===== config.mk =====
export PLATFORM = sky130hd
export DESIGN_NAME = kbd_ascii_decoder
export DESIGN_NICKNAME = d
export VERILOG_FILES = /design/src/rtl/kbd_pkg.sv /design/src/rtl/kbd_ascii_decoder_fifo.sv /design/src/rtl/kbd_ascii_decoder.sv
export SDC_FILE = /design/constraint.sdc
export NUM_CORES = 1
export LEC_CHECK = 0
export BUFFER_PORTS_ARGS = -buffer_cell sky130_fd_sc_hd__buf_2
export CAP_MARGIN = 20
export CORE_MARGIN = 2
export CORE_UTILIZATION = 60
export DETAILED_ROUTE_END_ITERATION = 8
export PLACE_DENSITY = 0.8
export REMOVE_ABC_BUFFERS = 1
export SYNTH_ARGS = -nofsm -noshare
export SYNTH_HDL_FRONTEND = slang
export SYNTH_SLANG_ARGS = --single-unit
export TNS_END_PERCENT = 100

===== constraint.sdc =====
create_clock -name clk -period 6.04 [get_ports clk]
set_clock_uncertainty 0.15 [all_clocks]
set_input_delay 0.906 -clock clk [delete_from_list [all_inputs] [get_ports clk]]
set_output_delay 0.906 -clock clk [all_outputs]
set_load 0.02 [all_outputs]

===== src/rtl/kbd_pkg.sv =====
// Shared types, PS/2 set-2 scan constants and the scan-to-ASCII lookup for the
// keyboard decoder.
package kbd_pkg;

  typedef enum logic [2:0] {
    IDLE,
    MAKE,
    BRK,
    EXT,
    EXT_BRK
  } kbd_state_t;

  localparam logic [7:0] SC_EXT    = 8'hE0;
  localparam logic [7:0] SC_BREAK  = 8'hF0;
  localparam logic [7:0] SC_LSHIFT = 8'h12;
  localparam logic [7:0] SC_RSHIFT = 8'h59;
  localparam logic [7:0] SC_CAPS   = 8'h58;
  localparam logic [7:0] SC_SPACE  = 8'h29;

  // Lower-case letters are folded to upper case by subtracting 0x20.
  function automatic logic [7:0] scan_to_ascii(input logic [7:0] code,
                                               input logic       upper);
    logic [7:0] c;
    case (code)
      8'h45: c = 8'h30;  8'h16: c = 8'h31;  8'h1E: c = 8'h32;  8'h26: c = 8'h33;
      8'h25: c = 8'h34;  8'h2E: c = 8'h35;  8'h36: c = 8'h36;  8'h3D: c = 8'h37;
      8'h3E: c = 8'h38;  8'h46: c = 8'h39;
      8'h1C: c = 8'h61;  8'h32: c = 8'h62;  8'h21: c = 8'h63;  8'h23: c = 8'h64;
      8'h24: c = 8'h65;  8'h2B: c = 8'h66;  8'h34: c = 8'h67;  8'h33: c = 8'h68;
      8'h43: c = 8'h69;  8'h3B: c = 8'h6A;  8'h42: c = 8'h6B;  8'h4B: c = 8'h6C;
      8'h3A: c = 8'h6D;  8'h31: c = 8'h6E;  8'h44: c = 8'h6F;  8'h4D: c = 8'h70;
      8'h15: c = 8'h71;  8'h2D: c = 8'h72;  8'h1B: c = 8'h73;  8'h2C: c = 8'h74;
      8'h3C: c = 8'h75;  8'h2A: c = 8'h76;  8'h1D: c = 8'h77;  8'h22: c = 8'h78;
      8'h35: c = 8'h79;  8'h1A: c = 8'h7A;
      SC_SPACE: c = 8'h20;
      default: c = 8'h00;
    endcase
    if (upper && (c >= 8'h61) && (c <= 8'h7A)) c = c - 8'h20;
    return c;
  endfunction

endpackage


===== src/rtl/kbd_ascii_decoder_fifo.sv =====
// kbd_fifo: synchronous FIFO with registered head output, full/empty status and
// a sticky overflow flag for pushes dropped while full.
module kbd_fifo #(
  parameter int DEPTH = 8,
  parameter int W     = 8
) (
  input  logic         clk,
  input  logic         rst,
  input  logic         push,
  input  logic [W-1:0] din,
  input  logic         pop,
  output logic [W-1:0] dout,
  output logic         empty,
  output logic         full,
  output logic         overflow
);

  localparam int AW = $clog2(DEPTH);

  logic [W-1:0]  mem [DEPTH];
  logic [AW-1:0] wr_ptr, rd_ptr, rd_next;
  logic [AW:0]   count;
  logic          pop_ok, push_ok;

  assign empty   = (count == '0);
  assign full    = (count == (AW+1)'(DEPTH));
  assign pop_ok  = pop && !empty;
  // A pop frees a slot in the same cycle, so a push into a full FIFO still lands.
  assign push_ok = push && (!full || pop_ok);
  assign rd_next = rd_ptr + AW'(1);

  // NOTE: storage has no reset; only pointers, count and dout define visible state.
  always_ff @(posedge clk) begin
    if (push_ok) mem[wr_ptr] <= din;
  end

  // NOTE: all sequential state uses non-blocking assignments so every reader sees pre-edge values.
  always_ff @(posedge clk) begin
    if (rst) begin
      wr_ptr   <= '0;
      rd_ptr   <= '0;
      count    <= '0;
      dout     <= '0;
      overflow <= 1'b0;
    end else begin
      if (push_ok) wr_ptr <= wr_ptr + AW'(1);
      if (pop_ok)  rd_ptr <= rd_next;
      if (push_ok && !pop_ok)      count <= count + (AW+1)'(1);
      else if (pop_ok && !push_ok) count <= count - (AW+1)'(1);
      if (push && full && !pop_ok) overflow <= 1'b1;
      if (pop_ok) begin
        if (count > (AW+1)'(1)) dout <= mem[rd_next];
        else if (push_ok)       dout <= din;
      end else if (push_ok && empty) begin
        dout <= din;
      end
    end
  end

endmodule


===== src/rtl/kbd_ascii_decoder.sv =====
// PS/2 set-2 scan-code decoder: tracks make/break/extended sequences, shift state,
// and queues ASCII for printable keys. Optional caps lock: define KBD_CAPSLOCK_EN.
module kbd_ascii_decoder
  import kbd_pkg::*;
#(
  parameter int FIFO_DEPTH = 8,
  parameter int CNT_W      = 8
) (
  input  logic             clk,
  input  logic             rst,
  input  logic [7:0]       ps2_data,
  input  logic             ps2_valid,
  input  logic             rd_en,
  output logic             key_down,
  output logic [7:0]       key_code,
  output logic             key_ext,
  output logic [7:0]       key_ascii,
  output logic [CNT_W-1:0] key_cnt,
  output logic [7:0]       fifo_dout,
  output logic             fifo_empty,
  output logic             fifo_full,
  output logic             overflow
);

  kbd_state_t state, state_nxt;
  logic       make_ev, brk_ev, ev_ext;
  logic [1:0] shift;
  logic       is_shift, is_mod, upper, push;
  logic [7:0] ascii_nxt;
`ifdef KBD_CAPSLOCK_EN
  logic caps;
  logic is_caps;
  assign is_caps = !ev_ext && (ps2_data == SC_CAPS);
  assign is_mod  = is_shift || is_caps;
  assign upper   = (|shift) ^ caps;
`else
  assign is_mod  = is_shift;
  assign upper   = |shift;
`endif

  assign is_shift  = !ev_ext && ((ps2_data == SC_LSHIFT) || (ps2_data == SC_RSHIFT));
  assign ascii_nxt = ev_ext ? 8'h00 : scan_to_ascii(ps2_data, upper);
  assign push      = make_ev && !is_mod && (ascii_nxt != 8'h00);

  // NOTE: every always_comb output gets a default first so no latch is inferred.
  always_comb begin
    state_nxt = state;
    make_ev   = 1'b0;
    brk_ev    = 1'b0;
    ev_ext    = 1'b0;
    if (ps2_valid) begin
      unique case (state)
        IDLE, MAKE: begin
          if (ps2_data == SC_EXT)        state_nxt = EXT;
          else if (ps2_data == SC_BREAK) state_nxt = BRK;
          else begin
            state_nxt = MAKE;
            make_ev   = 1'b1;
          end
        end
        EXT: begin
          ev_ext = 1'b1;
          if (ps2_data == SC_BREAK) state_nxt = EXT_BRK;
          else begin
            state_nxt = MAKE;
            make_ev   = 1'b1;
          end
        end
        BRK: begin
          state_nxt = IDLE;
          brk_ev    = 1'b1;
        end
        EXT_BRK: begin
          state_nxt = IDLE;
          brk_ev    = 1'b1;
          ev_ext    = 1'b1;
        end
        default: state_nxt = IDLE;
      endcase
    end
  end

  always_ff @(posedge clk) begin
    if (rst) begin
      state     <= IDLE;
      shift     <= 2'b00;
      key_down  <= 1'b0;
      key_code  <= 8'h00;
      key_ext   <= 1'b0;
      key_ascii <= 8'h00;
      key_cnt   <= '0;
`ifdef KBD_CAPSLOCK_EN
      caps      <= 1'b0;
`endif
    end else begin
      state <= state_nxt;
      if (make_ev) begin
        if (is_shift) begin
          if (ps2_data == SC_LSHIFT) shift[0] <= 1'b1;
          else                       shift[1] <= 1'b1;
`ifdef KBD_CAPSLOCK_EN
        end else if (is_caps) begin
          caps <= ~caps;
`endif
        end else begin
          key_code  <= ps2_data;
          key_ext   <= ev_ext;
          key_ascii <= ascii_nxt;
          key_down  <= 1'b1;
        end
      end
      if (brk_ev) begin
        if (is_shift) begin
          if (ps2_data == SC_LSHIFT) shift[0] <= 1'b0;
          else                       shift[1] <= 1'b0;
        end else if (!is_mod) begin
          key_cnt <= key_cnt + CNT_W'(1);
          if ((ps2_data == key_code) && (ev_ext == key_ext)) key_down <= 1'b0;
        end
      end
    end
  end

  kbd_fifo #(.DEPTH(FIFO_DEPTH), .W(8)) u_fifo (
    .clk      (clk),
    .rst      (rst),
    .push     (push),
    .din      (ascii_nxt),
    .pop      (rd_en),
    .dout     (fifo_dout),
    .empty    (fifo_empty),
    .full     (fifo_full),
    .overflow (overflow)
  );

endmodule


==> qor.csv <==
stage,metric,value,unit
run_status,outcome,"finished, final reports clean",
synthesis,yosysWarningCount,0,
cts,cts.clk_slew.worst_paths,0.06,ns
cts,numCtsBuffers,17,
synthesis,synth_area_per_cell,10.7,um2
cts,clk_latency_worst_skew_pair,0.51,ns
die,fp.dieW,103,um
synthesis,ys_types,72,
cts,tritoncts,built,
detailed_routing,antenna_left,0,
timing,finalSetupTns,0,ns
die,placeable_core_region,0.00964,mm2
layout,final_cell_mix,"70 x nand2_1, 64 x edfxtp_1, 50 x dfxtp_1, 48 x buf_2, 42 x a21oi_1",
cts,postCtsHoldBufs,0,
critical_path,timing.rr.start,state[2],
cts,clk_path_buf_depth,2,
detailed_routing,drt_iter0_markers,343,
min_path,holdPathEnd,u_fifo.overflow,
timing,minimum_period_implied_by_the_final_worst_setup_slack,4.54,ns
critical_path,worst_setup_path_end_kind,register,
timing,grt_setup_unrepaired,false,
layout,layout_commonest_cell,nand2_1,
detailed_routing,wirelength,14700,um
min_path,worstHoldPathType,register to register,
critical_path,worst_path_largest_cell_delay,0.59,ns
synthesis,synthesis.area,0.00588,mm2
critical_path,crit_chain,"buf_2, inv_1, ha_1, and2b_1, o21a_1, o311a_1, a211o_1, or4b_4, o21ai_2, inv_1, ha_1, or4_1, a21oi_1, xnor2_1, nor2_1",
placed_design,sum_of_net_half_perimeters_after_detailed_placement,9370,um
timing,achievable-frequency,0.220,GHz
synthesis,synth_largest_type_area_fraction,32.7,%
synthesis,yosysSeqAreaShare,49.7,%
placed_design,dp_worst_setup_slack,1.01,ns
global_route,grt_util_all_layers,29.3,%
placed_design,dp_cells,706,
detailed_routing,dr_total_vias,4569,
critical_path,r2r-end,u_fifo.mem[6][7],
timing,worstMarginPinSlew,1.04,ns
timing,whs,0.297,ns
critical_path,timing.critical_path.from_type,input pin,
critical_path,cp.required,6.24,ns
layout,final_layout_size_suffix_gt1_share,21.5,%
detailed_routing,avgRoutedWirePerCell,19.9,um
detailed_routing,remaining_drc_errors,0,
timing,worst_slack,1.50,ns
critical_path,cp_max_fo,17,
layout,filler_cell_count,710,
global_route,grt_start_max_net_pins,52,
synthesis,synth-main-ff-cell,edfxtp_1,
die,floorplan.initialDensity,61.0,%
global_route,grt_pass1_vias,4500,
detailed_routing,vias_per_cell,6.18,
job,max-cap-violations,0,
timing,final-hold-violation-count,0,
critical_path,critical_path.slowest_cell,or4b_4,
critical_path,ff2ff_setup_slack,2.52,ns
detailed_routing,drt_pre_antenna_iters,5,
layout,areaGrowthSynthToFinish,15.4,%
global_route,grt_first_pass_wirelength,23200,um
die,num_io_pins,49,
critical_path,worstSetupPathType,input pin to register,
placed_design,numPortBuffers,48,
synthesis,synthesis.instances,549,
pwr,worst_ir_drop_vdd,0.222,mV
global_route,antenna_found_initial,0,
layout,multiInputGateArea,0.00272,mm2
critical_path,r2r_cells,8,
layout,instances_no_fill,739,
die,floorplan.die_area,0.0106,mm2
synthesis,yosys.area.top_type,edfxtp_1,
cts,cts.repair_timing.setup_buffer_count,0,
timing,max_transition_margin,30.3,%
timing,final_max_slew_viol_count,0,
placed_design,gp_congestion,0.926,
critical_path,cp.arrival,4.74,ns
cts,cts_sinks,114,
synthesis,synth_enable_flop_cells,64,
synthesis,synth_top_cells_by_area,"edfxtp_1 33%, dfxtp_1 17%, mux4_2 6.1%, nand2_1 4.5%, a21oi_1 3.6%",
min_path,worstHoldPathCells,2,
cts,cts_resized,0,
layout,antenna-diode-count,0,
global_route,grt_overflow,0,
synthesis,ys_seq_elements,114,
timing,finalCritPeriodShare,75.1,%
die,die_height,103,um
layout,seq_area,0.00292,mm2
pwr,power.density_cell_area,358,mW/mm2
min_path,worstHoldStart,u_fifo.overflow,
layout,finalCoreUtilization,70.5,%
layout,nets,620,
cts,cts.root.buffer_cell,clkbuf_8,
synthesis,ys_async_sr_fraction,0,%
pwr,power_leakage,2.59,nW
die,core.rowCount,36,
cts,clock_tree.htree_level_count,4,
timing,finalSetupViolCount,0,
-- worst max-delay path: cells and delay by family --
kind	cells	cell delay (ns)
AO/OA/AOI/OAI	5	1.36
AND/OR/NAND/NOR	4	1.26
adder cells (fa/ha/maj)	2	0.56
XOR/XNOR	1	0.14
buffers and inverters	3	0.52
-- layer usage --
metal  GRT usage, %  part of all wire, %
met2           50.9                   52
met1           35.7                   39
met4           12.7                  3.2
met5              0                    0
met3           5.15                  5.5
-- metrics by stage --
step,area [um2],power [mW]
CTS,6780,2.43
global placement,6180,1.41
global route,6790,2.52
floorplan,5710,1.27
detailed placement,6190,1.43
finish,6790,2.43
-- power breakdown --
part | switching (mW) | total [mW] | internal, mW
combinational | 0.309 | 0.516 | 0.207
sequential | 0.0366 | 0.911 | 0.874
clock | 0.392 | 1.00 | 0.612
-- registers in the layout, summed over array words and instances (netlist names), 2 cells and up --
name           cells
u_fifo.mem        64
u_fifo.dout        8
u_fifo.rd_ptr      3
u_fifo.wr_ptr      3
u_fifo.count       4
key_cnt            8
shift              2
key_ascii          8
key_code           8
state              3
-- final cells by class --
type                       count  area share (%)
sequential                   114            43.0
multi-input combinational    385            40.1
clock buffer                  18            6.30
timing repair buffer          59            4.75
clock inverter                14            2.49
tap                          133            2.45
inverter                      16           0.921
-- synth_stat cells, drive strengths merged (2+ instances only) --
master / count
ha: 15
nand3b: 4
and4: 2
nor4b: 2
a211oi: 5
and3: 3
nor2b: 12
o311ai: 2
nand2b: 15
nand3: 11
o311a: 2
nand2: 70
xor2: 18
a21oi: 43
a2111oi: 2
o31ai: 5
a31o: 7
buf: 18
nand4: 6
o21a: 3
dfxtp: 50
nor3b: 9
and2: 6
nor3: 6
clkbuf: 16
o21ai: 11
mux2i: 7
o211ai: 8
or4: 2
xnor2: 7
a31oi: 10
or2: 3
a21o: 2
nor4: 4
or3: 5
mux4: 16
nor2: 37
o221ai: 2
edfxtp: 64
a21boi: 2
inv: 16
a211o: 2
and3b: 3
-- logic make-up after synthesis --
kind of cell,Yosys count,synth area share (%)
compound gates,118,14.3
xor+xnor,25,3.72
fa+ha+maj,15,3.19
buf+inv,50,4.08
flops,114,49.7
mux,23,7.32
simple gates,204,17.7
-- how the worst max path moves through the flow --
stage,startpoint,endpoint,slack [ns],cells past startpoint
detailed placement,ps2_data[1],u_fifo.count[3],1.01,15
global placement,ps2_data[1],u_fifo.count[3],1.17,15
finish,ps2_data[1],u_fifo.count[3],1.50,15
global route,ps2_data[1],u_fifo.count[3],1.28,15
floorplan,ps2_data[0],u_fifo.count[3],1.71,14
CTS,ps2_data[1],u_fifo.count[3],1.53,15
No activity file was read; power rests on OpenSTA's default activity.
